--- src/rtl/gf3m_digit_serial_mult_pkg.sv ---
// -----------------------------------------------------------------------------
// gf3m_digit_serial_mult_pkg
// Shared definitions for the GF(3^M) digit-serial multiplier:
//   - trit encodings TRIT_0/TRIT_1/TRIT_2 (2 bits per trit, 2'b11 never produced)
//   - FSM state encoding (IDLE/RUN/FINISH)
//   - default field parameters M/K/D (M=97, K=12, D=4)
//   - elem_msb(m): MSB index of a 2*m-bit field element (the W(M) helper)
//   - trit_add/trit_mul: mod-3 coefficient arithmetic on encoded trits
// No ports (package).
// -----------------------------------------------------------------------------
package gf3m_digit_serial_mult_pkg;

  localparam int M_DEF = 97;
  localparam int K_DEF = 12;
  localparam int D_DEF = 4;

  localparam logic [1:0] TRIT_0 = 2'b00;
  localparam logic [1:0] TRIT_1 = 2'b01;
  localparam logic [1:0] TRIT_2 = 2'b10;

  typedef enum logic [1:0] {
    IDLE   = 2'd0,
    RUN    = 2'd1,
    FINISH = 2'd2
  } state_t;

  // MSB index of a field element that holds m trits.
  function automatic int elem_msb(input int m);
    return 2 * m - 1;
  endfunction

  // Sum of two trits mod 3.
  function automatic logic [1:0] trit_add(input logic [1:0] x, input logic [1:0] y);
    logic [2:0] s;
    s = {1'b0, x} + {1'b0, y};
    case (s)
      3'd0:    return TRIT_0;
      3'd1:    return TRIT_1;
      3'd2:    return TRIT_2;
      3'd3:    return TRIT_0;
      3'd4:    return TRIT_1;
      default: return TRIT_0;
    endcase
  endfunction

  // Product of two trits mod 3.
  function automatic logic [1:0] trit_mul(input logic [1:0] x, input logic [1:0] y);
    case ({x, y})
      4'b01_01: return TRIT_1;
      4'b01_10: return TRIT_2;
      4'b10_01: return TRIT_2;
      4'b10_10: return TRIT_1;
      default:  return TRIT_0;
    endcase
  endfunction

endpackage

--- src/rtl/gf3m_digit_step.sv ---
// -----------------------------------------------------------------------------
// gf3m_digit_step
// One digit-serial iteration over GF(3^M), f(x) = x^M + x^K + 2:
//   acc_next = acc * x^D + a * digit  (mod f)
// Purely combinational; parametrised by M, K, D (requires D <= K, K+D <= M).
// Ports:
//   acc      in  2*M  running accumulator
//   a        in  2*M  multiplicand
//   digit    in  2*D  D trits of the multiplier, trit 0 has weight x^0
//   acc_next out 2*M  reduced next accumulator
// -----------------------------------------------------------------------------
module gf3m_digit_step
  import gf3m_digit_serial_mult_pkg::*;
#(
  parameter int M = M_DEF,
  parameter int K = K_DEF,
  parameter int D = D_DEF
) (
  input  logic [elem_msb(M):0] acc,
  input  logic [elem_msb(M):0] a,
  input  logic [2*D-1:0]       digit,
  output logic [elem_msb(M):0] acc_next
);

  // Unreduced sum, M+D trits wide: both acc*x^D and a*x^k (k<D) fit below x^(M+D).
  logic [2*(M+D)-1:0] wide_s;

  // Shift, scaled-add, then fold the D overflow trits back into the field.
  always_comb begin
    wide_s = '0;
    wide_s[2*(M+D)-1:2*D] = acc;
    for (int k = 0; k < D; k++) begin
      for (int i = 0; i < M; i++) begin
        wide_s[2*(i+k) +: 2] = trit_add(wide_s[2*(i+k) +: 2],
                                        trit_mul(a[2*i +: 2], digit[2*k +: 2]));
      end
    end
    acc_next = wide_s[2*M-1:0];
    // x^(M+j) = 2*x^(K+j) + x^j; K+j < M so a single fold suffices.
    for (int j = 0; j < D; j++) begin
      acc_next[2*j +: 2]     = trit_add(acc_next[2*j +: 2], wide_s[2*(M+j) +: 2]);
      acc_next[2*(K+j) +: 2] = trit_add(acc_next[2*(K+j) +: 2],
                                        trit_mul(TRIT_2, wide_s[2*(M+j) +: 2]));
    end
  end

endmodule

--- src/rtl/gf3m_digit_serial_mult.sv ---
// -----------------------------------------------------------------------------
// gf3m_digit_serial_mult
// Digit-serial multiplier over GF(3^M), f(x) = x^M + x^K + 2. Consumes D trits
// of b per cycle, most significant digit first; latency N+1 cycles, N=ceil(M/D).
// Optional feature macro: GF3M_MULT_ZERO_SKIP_EN -- when defined, a zero
// operand at start bypasses RUN and finishes immediately with c=0; when
// undefined, every operand takes the full constant-time latency.
// Ports:
//   clk    in  1    rising-edge clock
//   reset  in  1    synchronous, active-high
//   start  in  1    request pulse, accepted only in IDLE when done is low
//   a, b   in  2*M  operands, sampled at the accepted start
//   busy   out 1    high from acceptance through the done cycle
//   done   out 1    one-cycle pulse, c valid
//   c      out 2*M  product, held until the next FINISH load or reset
// -----------------------------------------------------------------------------
module gf3m_digit_serial_mult
  import gf3m_digit_serial_mult_pkg::*;
#(
  parameter int M = M_DEF,
  parameter int K = K_DEF,
  parameter int D = D_DEF
) (
  input  logic                 clk,
  input  logic                 reset,
  input  logic                 start,
  input  logic [elem_msb(M):0] a,
  input  logic [elem_msb(M):0] b,
  output logic                 busy,
  output logic                 done,
  output logic [elem_msb(M):0] c
);

  localparam int N    = (M + D - 1) / D;
  localparam int CW   = (N > 1) ? $clog2(N) : 1;
  localparam int PADW = 2 * N * D;

  state_t               state_r;
  state_t               state_s;
  logic [elem_msb(M):0] a_r;
  logic [elem_msb(M):0] b_r;
  logic [elem_msb(M):0] acc_r;
  logic [elem_msb(M):0] acc_step_s;
  logic [CW-1:0]        cnt_r;
  logic [PADW-1:0]      b_pad_s;
  logic [2*D-1:0]       digit_s;
  logic                 accept_s;
  logic                 zero_s;

  // Current digit of b; the top digit is zero-padded when D does not divide M.
  always_comb begin
    b_pad_s            = '0;
    b_pad_s[2*M-1:0]   = b_r;
    digit_s            = b_pad_s[2*D*int'(cnt_r) +: 2*D];
  end

  // Zero-operand detection for the optional early-finish path.
  always_comb begin
`ifdef GF3M_MULT_ZERO_SKIP_EN
    zero_s = (a == '0) || (b == '0);
`else
    zero_s = 1'b0;
`endif
  end

  gf3m_digit_step #(.M(M), .K(K), .D(D)) u_step (
    .acc      (acc_r),
    .a        (a_r),
    .digit    (digit_s),
    .acc_next (acc_step_s)
  );

  // Next-state logic; a start seen during the done cycle is ignored.
  always_comb begin
    state_s  = state_r;
    accept_s = 1'b0;
    case (state_r)
      IDLE: begin
        if (start && !done) begin
          accept_s = 1'b1;
          state_s  = zero_s ? FINISH : RUN;
        end else begin
          state_s  = IDLE;
        end
      end
      RUN: begin
        if (cnt_r == '0) begin
          state_s = FINISH;
        end else begin
          state_s = RUN;
        end
      end
      FINISH:  state_s = IDLE;
      default: state_s = IDLE;
    endcase
  end

  // State, datapath and registered outputs.
  always_ff @(posedge clk) begin
    if (reset) begin
      state_r <= IDLE;
      a_r     <= '0;
      b_r     <= '0;
      acc_r   <= '0;
      cnt_r   <= '0;
      busy    <= 1'b0;
      done    <= 1'b0;
      c       <= '0;
    end else begin
      state_r <= state_s;
      case (state_r)
        IDLE: begin
          if (accept_s) begin
            a_r   <= a;
            b_r   <= b;
            acc_r <= '0;
            cnt_r <= CW'(N - 1);
          end
        end
        RUN: begin
          acc_r <= acc_step_s;
          if (cnt_r != '0) begin
            cnt_r <= cnt_r - 1'b1;
          end
        end
        FINISH:  c <= acc_r;
        default: ;
      endcase
      done <= (state_r == FINISH);
      // Stays high through the done cycle, which is the cycle after FINISH.
      busy <= (state_s != IDLE) || (state_r == FINISH);
    end
  end

endmodule

--- config.mk ---
export PLATFORM = sky130hd
export DESIGN_NAME = gf3m_digit_serial_mult
export DESIGN_NICKNAME = d
export VERILOG_FILES = /design/src/rtl/gf3m_digit_serial_mult_pkg.sv /design/src/rtl/gf3m_digit_step.sv /design/src/rtl/gf3m_digit_serial_mult.sv
export SDC_FILE = /design/constraint.sdc
export NUM_CORES = 2
export LEC_CHECK = 0
export ABC_AREA = 1
export CORE_MARGIN = 5
export CORE_UTILIZATION = 44
export CTS_CLUSTER_DIAMETER = 50
export CTS_CLUSTER_SIZE = 8
export DETAILED_ROUTE_END_ITERATION = 7
export PLACE_DENSITY_LB_ADDON = 0.15
export SLEW_MARGIN = 0
export SYNTH_ARGS = -nofsm -noshare
export SYNTH_HDL_FRONTEND = slang
export SYNTH_SLANG_ARGS = --single-unit
--- constraint.sdc ---
create_clock -name clk -period 15.2 [get_ports clk]
set_clock_uncertainty 0.05 [all_clocks]
set_input_delay 3.04 -clock clk [delete_from_list [all_inputs] [get_ports clk]]
set_output_delay 3.04 -clock clk [all_outputs]
set_load 0.02 [all_outputs]
* Word-level counts from Yosys, hierarchy flattened
Index checks and enable logic that the tools add are counted.
** Storage, ports and cells
- Register bits after elaboration :: 785
- Latch bits :: 0
- Memory bits (writable) :: 0
- ROM bits :: 0
- Input port bits :: 391
- Memories kept :: 0
** Cells by class
- Add/subtract/negate cells :: 393
- Multiply operators :: 0
- Div/mod/pow operators :: 0
- $lt $le $gt $ge :: 0
- Equality and inequality tests :: 2748
- Shift operators :: 1
- Muxes and demuxes :: 798
- Bitwise logic cells :: 0
- Reduce and logical (&&, ||, !) cells :: 1179
** Operators by type and width (count)
- case mux 2 bit (2 select lines) :: 789
- equality test 4 x 3 -> 1 bit, second input constant :: 776
- equality test 4 bit, second input constant :: 776
- OR reduction 2 bit :: 1168
- adder 2 x 2 -> 3 bit :: 392
- equality test 3 x 1 -> 1 bit, second input constant :: 392
- equality test 3 x 2 -> 1 bit, second input constant :: 392
- equality test 3 bit, second input constant :: 392
- case mux 194 bit (2 select lines) :: 1
- variable part select 200 x 9 -> 8 bit :: 1
- 2-to-1 mux 194 bit :: 1
- equality test 2 x 1 -> 1 bit, second input constant :: 9
- equality test 2 bit, second input constant :: 9
- 2-to-1 mux 5 bit :: 2
- case mux 5 bit (2 select lines) :: 1
- zero test 5 bit :: 1
- nonzero test 5 bit :: 1
- subtractor 5 x 1 -> 5 bit, second input constant :: 1
- inequality test 2 bit, second input constant :: 2
- AND reduction 2 bit :: 2
- nonzero test 2 bit :: 2
- 2-to-1 mux 1 bit :: 3
- AND reduction 3 bit :: 1
- zero test 2 bit :: 1
- 4 further kinds :: 4

* Depth between registers and ports, before layout
- Depth after elaboration :: 25
- Gate-level depth with buffers :: 43

* Modules after synthesis
Synthesis repeated with hierarchy kept, for this count alone.
** Second synthesis, totals
- Cells, all modules :: 9848
- Area, all modules :: 63487.1 µm²
** By module, submodules not included
- gf3m_digit_step :: times used 1, cells an instance 5978, area an instance 34606.9 µm²
- gf3m_digit_serial_mult :: times used 1, cells an instance 3870, area an instance 28880.2 µm²

* Worst setup path before layout
Ideal clock, no wire load.
- Path type :: reg2reg
- Start :: register cnt_r[0]
- End :: register acc_r[24]
- Data arrival time :: 5.914 ns
- Required time :: 15.080 ns
- Setup slack :: 9.165 ns
- Stages on the path, launching flop included :: 39
- Path buffers :: 5
- Period minus slack after synthesis :: 6.035 ns
- Cell sequence :: dfxtp_1 > buf_4 > buf_6 > buf_4 > nand2_1 > nand3_1 > nand3_1 > nand2_1 > nor2_1 > nor2_1 > nor2_1 > nor2_2 > buf_4 > buf_2 > nand2_1 > nand2_1 > ha_1 > fa_1 > [3 not listed] > fa_1 > o21ai_0 > a21oi_1 > ha_1 > fa_1 > inv_1 > o21ai_0 > a21oi_1 > ha_1 > fa_1 > inv_1 > o21ai_0 > a21oi_1 > ha_1 > fa_1 > nor2_1 > nand3_1 > a21oi_1
** On the way
- Longest elaborated chain between the ends :: 25
** Ends and longest elaborated chain
- start, declared :: RTL line gf3m_digit_serial_mult.sv:44 : logic [CW-1:0] cnt_r;
- start signal, assigned :: RTL line gf3m_digit_serial_mult.sv:117 : cnt_r <= CW'(N - 1);
- start signal, assigned :: RTL line gf3m_digit_serial_mult.sv:123 : cnt_r <= cnt_r - 1'b1;
- variable part select 200 x 9 -> 8 bit * :: RTL line gf3m_digit_serial_mult.sv:54 : digit_s = b_pad_s[2*D*int'(cnt_r) +: 2*D];
- equality test 4 x 3 -> 1 bit or equality test 4 bit (tied branches) :: RTL line gf3m_digit_serial_mult_pkg.sv:48 : case ({x, y})
- OR reduction 2 bit (no line)
- case mux 2 bit (2 select lines) :: RTL line gf3m_digit_serial_mult_pkg.sv:48
- adder 2 x 2 -> 3 bit :: RTL line gf3m_digit_serial_mult_pkg.sv:35 : s = {1'b0, x} + {1'b0, y};
- equality test 3 x 1 -> 1 bit or equality test 3 bit (tied branches) :: RTL line gf3m_digit_serial_mult_pkg.sv:36 : case (s)
- OR reduction 2 bit (no line)
- case mux 2 bit (2 select lines) :: RTL line gf3m_digit_serial_mult_pkg.sv:36
- [9 not listed]
- equality test 3 x 1 -> 1 bit or equality test 3 bit (tied branches) :: RTL line gf3m_digit_serial_mult_pkg.sv:36
- OR reduction 2 bit (no line)
- case mux 2 bit (2 select lines) :: RTL line gf3m_digit_serial_mult_pkg.sv:36
- adder 2 x 2 -> 3 bit * :: RTL line gf3m_digit_serial_mult_pkg.sv:35
- equality test 3 x 1 -> 1 bit or equality test 3 bit (tied branches) :: RTL line gf3m_digit_serial_mult_pkg.sv:36
- OR reduction 2 bit (no line)
- case mux 2 bit (2 select lines) * :: RTL line gf3m_digit_serial_mult_pkg.sv:36
- case mux 194 bit (2 select lines) * :: RTL line gf3m_digit_serial_mult.sv:111 : case (state_r)
- end signal, assigned :: RTL line gf3m_digit_serial_mult.sv:121 : acc_r <= acc_step_s;
- end, declared :: RTL line gf3m_digit_serial_mult.sv:42 : logic [elem_msb(M):0] acc_r;
Every way passes the cells marked *; elsewhere a longest branch is shown, timed or not.
A chain may end at the register's enable or synchronous reset.

* Worst setup path in the final report
- Start :: register cnt_r[2]
- End :: register acc_r[168]
** On the way
- Longest elaborated chain between the ends :: 21
** Ends and longest elaborated chain (RTL line)
- variable part select 200 x 9 -> 8 bit * :: gf3m_digit_serial_mult.sv:54
- equality test 4 x 3 -> 1 bit or equality test 4 bit (tied branches) :: gf3m_digit_serial_mult_pkg.sv:48
- OR reduction 2 bit (no line)
- case mux 2 bit (2 select lines) :: gf3m_digit_serial_mult_pkg.sv:48
- adder 2 x 2 -> 3 bit :: gf3m_digit_serial_mult_pkg.sv:35
- equality test 3 x 1 -> 1 bit or equality test 3 bit (tied branches) :: gf3m_digit_serial_mult_pkg.sv:36
- OR reduction 2 bit (no line)
- case mux 2 bit (2 select lines) :: gf3m_digit_serial_mult_pkg.sv:36
- [5 not listed]
- equality test 3 x 1 -> 1 bit or equality test 3 bit (tied branches) :: gf3m_digit_serial_mult_pkg.sv:36
- OR reduction 2 bit (no line)
- case mux 2 bit (2 select lines) :: gf3m_digit_serial_mult_pkg.sv:36
- adder 2 x 2 -> 3 bit * :: gf3m_digit_serial_mult_pkg.sv:35
- equality test 3 x 1 -> 1 bit or equality test 3 bit (tied branches) :: gf3m_digit_serial_mult_pkg.sv:36
- OR reduction 2 bit (no line)
- case mux 2 bit (2 select lines) * :: gf3m_digit_serial_mult_pkg.sv:36
- case mux 194 bit (2 select lines) * :: gf3m_digit_serial_mult.sv:111
Marks and branches as above.

==> flow_results.org <==
** Clock network
- Once the clock tree was built, the resizer swapped 0 gates to a different size.
- Post-CTS timing repair inserted 0 buffers for setup.
- TritonCTS created 141 clock buffers.
- TritonCTS built the clock tree.
- Clock insertion delay at the later pin of the skew report :: 0.77 ns
- The number of hold buffers added after CTS was 0.
- Clock tree synthesis selected as its root buffer the cell sky130_fd_sc_hd__clkbuf_16.
- After clock tree synthesis, the clock-pin slew on the worst setup and hold paths is 0.05 ns.
- Maximum clock insertion buffer count :: 3
- In this run the number of H-tree levels came out at 4.
- Counting every sink on the clock net gives 785.

** Timing
- Worst-case headroom to the max-slew limit :: 15.21%
- Of the available clock period, the critical path in the final layout requires 60.52%.
- Slew at the pin closest to its max-slew limit :: 1.269 ns
- Setup violations remaining at the end of the flow were counted as 0.
- Final hold violation count :: 0
- The final-report max-slew violation count is 0.
- Sum of negative setup slack :: 0 ns
- Setup repair after global routing missed its margin :: false
- Counting I/O delays and the setup requirement, the final critical path takes 9.198 ns.
- Maximum frequency from static timing analysis :: 108.7 MHz

** Detailed routing
- The first detailed-routing pass ran for 6 iterations.
- After detailed routing, the total wire length is 223,700 um.
- The count of nets left with antenna violations once routing finished came out at 0.
- In the final routed layout, each cell accounts on average for 18.97 um.
- Via density per instance :: 5.378
- The final route contains 63,440 vias.
- In the routed design, unresolved DRC markers number 0.
- Number of design-rule violations left by the first detailed-router iteration :: 4,905

** Critical path
- For this design, the slowest cell found on the critical path is sky130_fd_sc_hd__dfxtp_1.
- STA puts the critical path data arrival time at 9.83 ns.
- STA classifies the critical path endpoint as a flop.
- CP Launch Type :: flop
- The most numerous cell type found on the critical path is sky130_fd_sc_hd__nand2_1.
- Critical path required time :: 15.83 ns
- On the worst path, the slowest cell contributes a delay of 0.94 ns.
- Count of cells along the worst register-to-register path :: 32
- The worst setup path is of the reg -> reg kind.
- Along the worst path, the maximum fanout reaches 78.

** Synthesis
- Cell types occupying the most area after synthesis :: sky130_fd_sc_hd__dfxtp_1, sky130_fd_sc_hd__nand2_1, sky130_fd_sc_hd__fa_1, sky130_fd_sc_hd__ha_1, sky130_fd_sc_hd__nor2_1
- Of all cell types, the one taking the most synthesized area is sky130_fd_sc_hd__dfxtp_1.
- Counting flops and latches in the post-synthesis netlist gives 785.
- Share of the synthesized area in the top cell type :: 25.09%
- Cells after Synth :: 9,535
- Count of synthesis-stage warnings from yosys :: 0
- Mean area per synthesized cell :: 6.569 um^2
- Sequential elements use 25.09% of the synthesized area.
- Post-synth design cell area :: 62,640 um^2
- Number of distinct library cells after synthesis :: 32
- The number of nets handed over by synthesis was 10,710.

** Power
- The analysis attributes to cell leakage a power of 33.77 nW.
- Combinational fraction of design power :: 53.6%
- The worst-case IR drop observed on VDD is 0.1872 mV.
- PwrDens :: 165.9 nW/um^2
- Internal power summed over all cells :: 6.436 mW
- The clock network accounts for 25.3% of the total power.
- Net switching share of the total power :: 47.48%
- Sequential cell fraction of total power :: 21.1%
- Total net switching power :: 5.817 mW

** Floorplan
- Starting density of the core :: 44.24%
- The core region is 141,600 um^2.
- Die height :: 387.3 um
- Pin placement for this block handled 587 I/O pins.
- The die covers 150,000 um^2.
- Die Wd :: 387.3 um
- The floorplan has 138 rows.

** Placement
- Number of input and output port buffers inserted :: 586
- The congestion estimate from routability-driven global placement came to 0.8647.
- Final HPWL DP :: 148,300 um

** Finish
- For this run, the share of the core covered by cells in the final layout is 52.16%.
- Leaving out fill and tap cells, the most frequent cell in the layout is sky130_fd_sc_hd__nand2_1.
- The final layout contains 11,000 nets.
- Fraction of layout cells with a size suffix above 1 :: 3.275%
- From synthesis to final layout, the design area changed by 17.90%.
- Number of fill cells :: 14,010
- Commonest cells after routing, fill and taps aside :: sky130_fd_sc_hd__nand2_1, sky130_fd_sc_hd__nor2_1, sky130_fd_sc_hd__inv_1, sky130_fd_sc_hd__o21ai_0, sky130_fd_sc_hd__dfxtp_1

** Outcome
- The flow ran to the end, and the final reports show no timing, DRC or antenna violations.

** Hold path
- Hold Crit Depth :: 2
- Path category of the worst min-delay check :: reg -> reg

** Run
- # Max-Cap Violations :: 0

** Global routing
- The total overflow left after global routing is 0.
- Largest net degree at the start of global routing :: 227
- All-layer global routing usage :: 28.82%
- Number of global-route vias before repair :: 61,420
- The first global-routing pass estimated 346,300 um of wire.
- Number of antenna violations at the first check in global routing :: 15
area by class of cell:
type / instances / area, um^2 / area share, %
sequential: 785 / 15720 / 21.29
tap: 1890 / 2365 / 3.202
clock buffer: 169 / 3816 / 5.167
antenna: 12 / 30.03 / 0.04066
multi-input combinational: 7106 / 40460 / 54.79
clock inverter: 48 / 737.0 / 0.9979
timing repair buffer: 655 / 6460 / 8.747
inverter: 1131 / 4260 / 5.769
power groups by stage:
stage / sequential (mW) / clock [mW] / combinational, mW
after floorplan: 2.55 / 0 / 4.67
after global placement: 2.61 / 0 / 6.25
after detailed placement: 2.62 / 0 / 6.44
after CTS: 2.58 / 3.16 / 6.50
after global routing: 2.61 / 3.25 / 7.39
final: 2.58 / 3.11 / 6.57
Yosys cell counts:
master                        n
sky130_fd_sc_hd__o31ai_1     25
sky130_fd_sc_hd__o21ai_1     32
sky130_fd_sc_hd__nor3_2       1
sky130_fd_sc_hd__or2_2        2
sky130_fd_sc_hd__a211oi_1     1
sky130_fd_sc_hd__dfxtp_1    785
sky130_fd_sc_hd__inv_2       13
sky130_fd_sc_hd__nor2_2       6
sky130_fd_sc_hd__a31oi_1      1
sky130_fd_sc_hd__ha_1       393
sky130_fd_sc_hd__buf_6        7
sky130_fd_sc_hd__a21oi_2      5
sky130_fd_sc_hd__nor3_1      55
sky130_fd_sc_hd__a21oi_1    656
sky130_fd_sc_hd__nand2_2      1
sky130_fd_sc_hd__o21a_1      46
sky130_fd_sc_hd__nor2_1    1194
sky130_fd_sc_hd__inv_1     1118
sky130_fd_sc_hd__o21bai_1     2
sky130_fd_sc_hd__nand3b_1    35
sky130_fd_sc_hd__nand3_1    632
sky130_fd_sc_hd__nand2_1   2650
sky130_fd_sc_hd__o32ai_1     20
sky130_fd_sc_hd__fa_1       392
sky130_fd_sc_hd__buf_4       60
sky130_fd_sc_hd__nor3b_1     98
sky130_fd_sc_hd__o211ai_1     1
sky130_fd_sc_hd__buf_1       15
sky130_fd_sc_hd__nand4_1     49
sky130_fd_sc_hd__buf_2      153
sky130_fd_sc_hd__clkbuf_1   278
sky130_fd_sc_hd__o21ai_0    809
registers in the layout (all words and copies together) (netlist names):
name     flops
done         1
c          194
state_r      2
a_r        194
busy         1
acc_r      194
cnt_r        5
b_r        194
worst paths after layout:
check	start	to	slack (ns)
worst max-delay path	cnt_r[2]	acc_r[168]	6.00
worst min-delay path	b_r[70]	b_r[70]	0.40
worst max register to register	cnt_r[2]	acc_r[168]	6.00
worst min register to register	b_r[70]	b_r[70]	0.40
kinds of logic (layout without fill, tap and decap cells):
family	after synthesis	count (layout)	share of synthesized area, %
AND/OR/NAND/NOR	4723	4723	30.71
buffers and inverters	1644	2003	10.60
AO/OA/AOI/OAI	1598	1598	13.22
adder cells (fa/ha/maj)	785	785	20.38
flip-flops	785	785	25.09
other	0	12	0
per-layer routing:
layer,vias up,wire length (um),GRT usage (%)
met5,-,19,0
met4,2,10040,12.89
met3,567,19090,5.628
met2,2533,101100,46.71
met1,29550,93450,37.33
li1,30790,-,-
critical path: cells and delay by family, from the launching register on:
kind	cells	cell delay [ns]
compound gates	7	0.82
fa+ha+maj	8	2.62
buf+inv	7	2.76
flops	1	0.94
simple gates	10	1.82
per-stage QoR:
step | power, mW | setup WS [ns] | cells | instance area [um^2] | hold slack [ns]
2_1_floorplan | 7.220 | 9.165 | 9535 | 62640 | 0.3792
3_3_place_gp | 8.860 | 6.389 | 11570 | 69270 | 0.3908
3_5_place_dp | 9.059 | 6.202 | 11570 | 69270 | 0.3933
4_1_cts | 12.24 | 6.163 | 11780 | 73820 | 0.4011
5_1_grt | 13.25 | 5.372 | 11800 | 73850 | 0.4148
6_report | 12.25 | 6.002 | 11800 | 73850 | 0.3987
No activity file was read; power rests on OpenSTA's default activity.
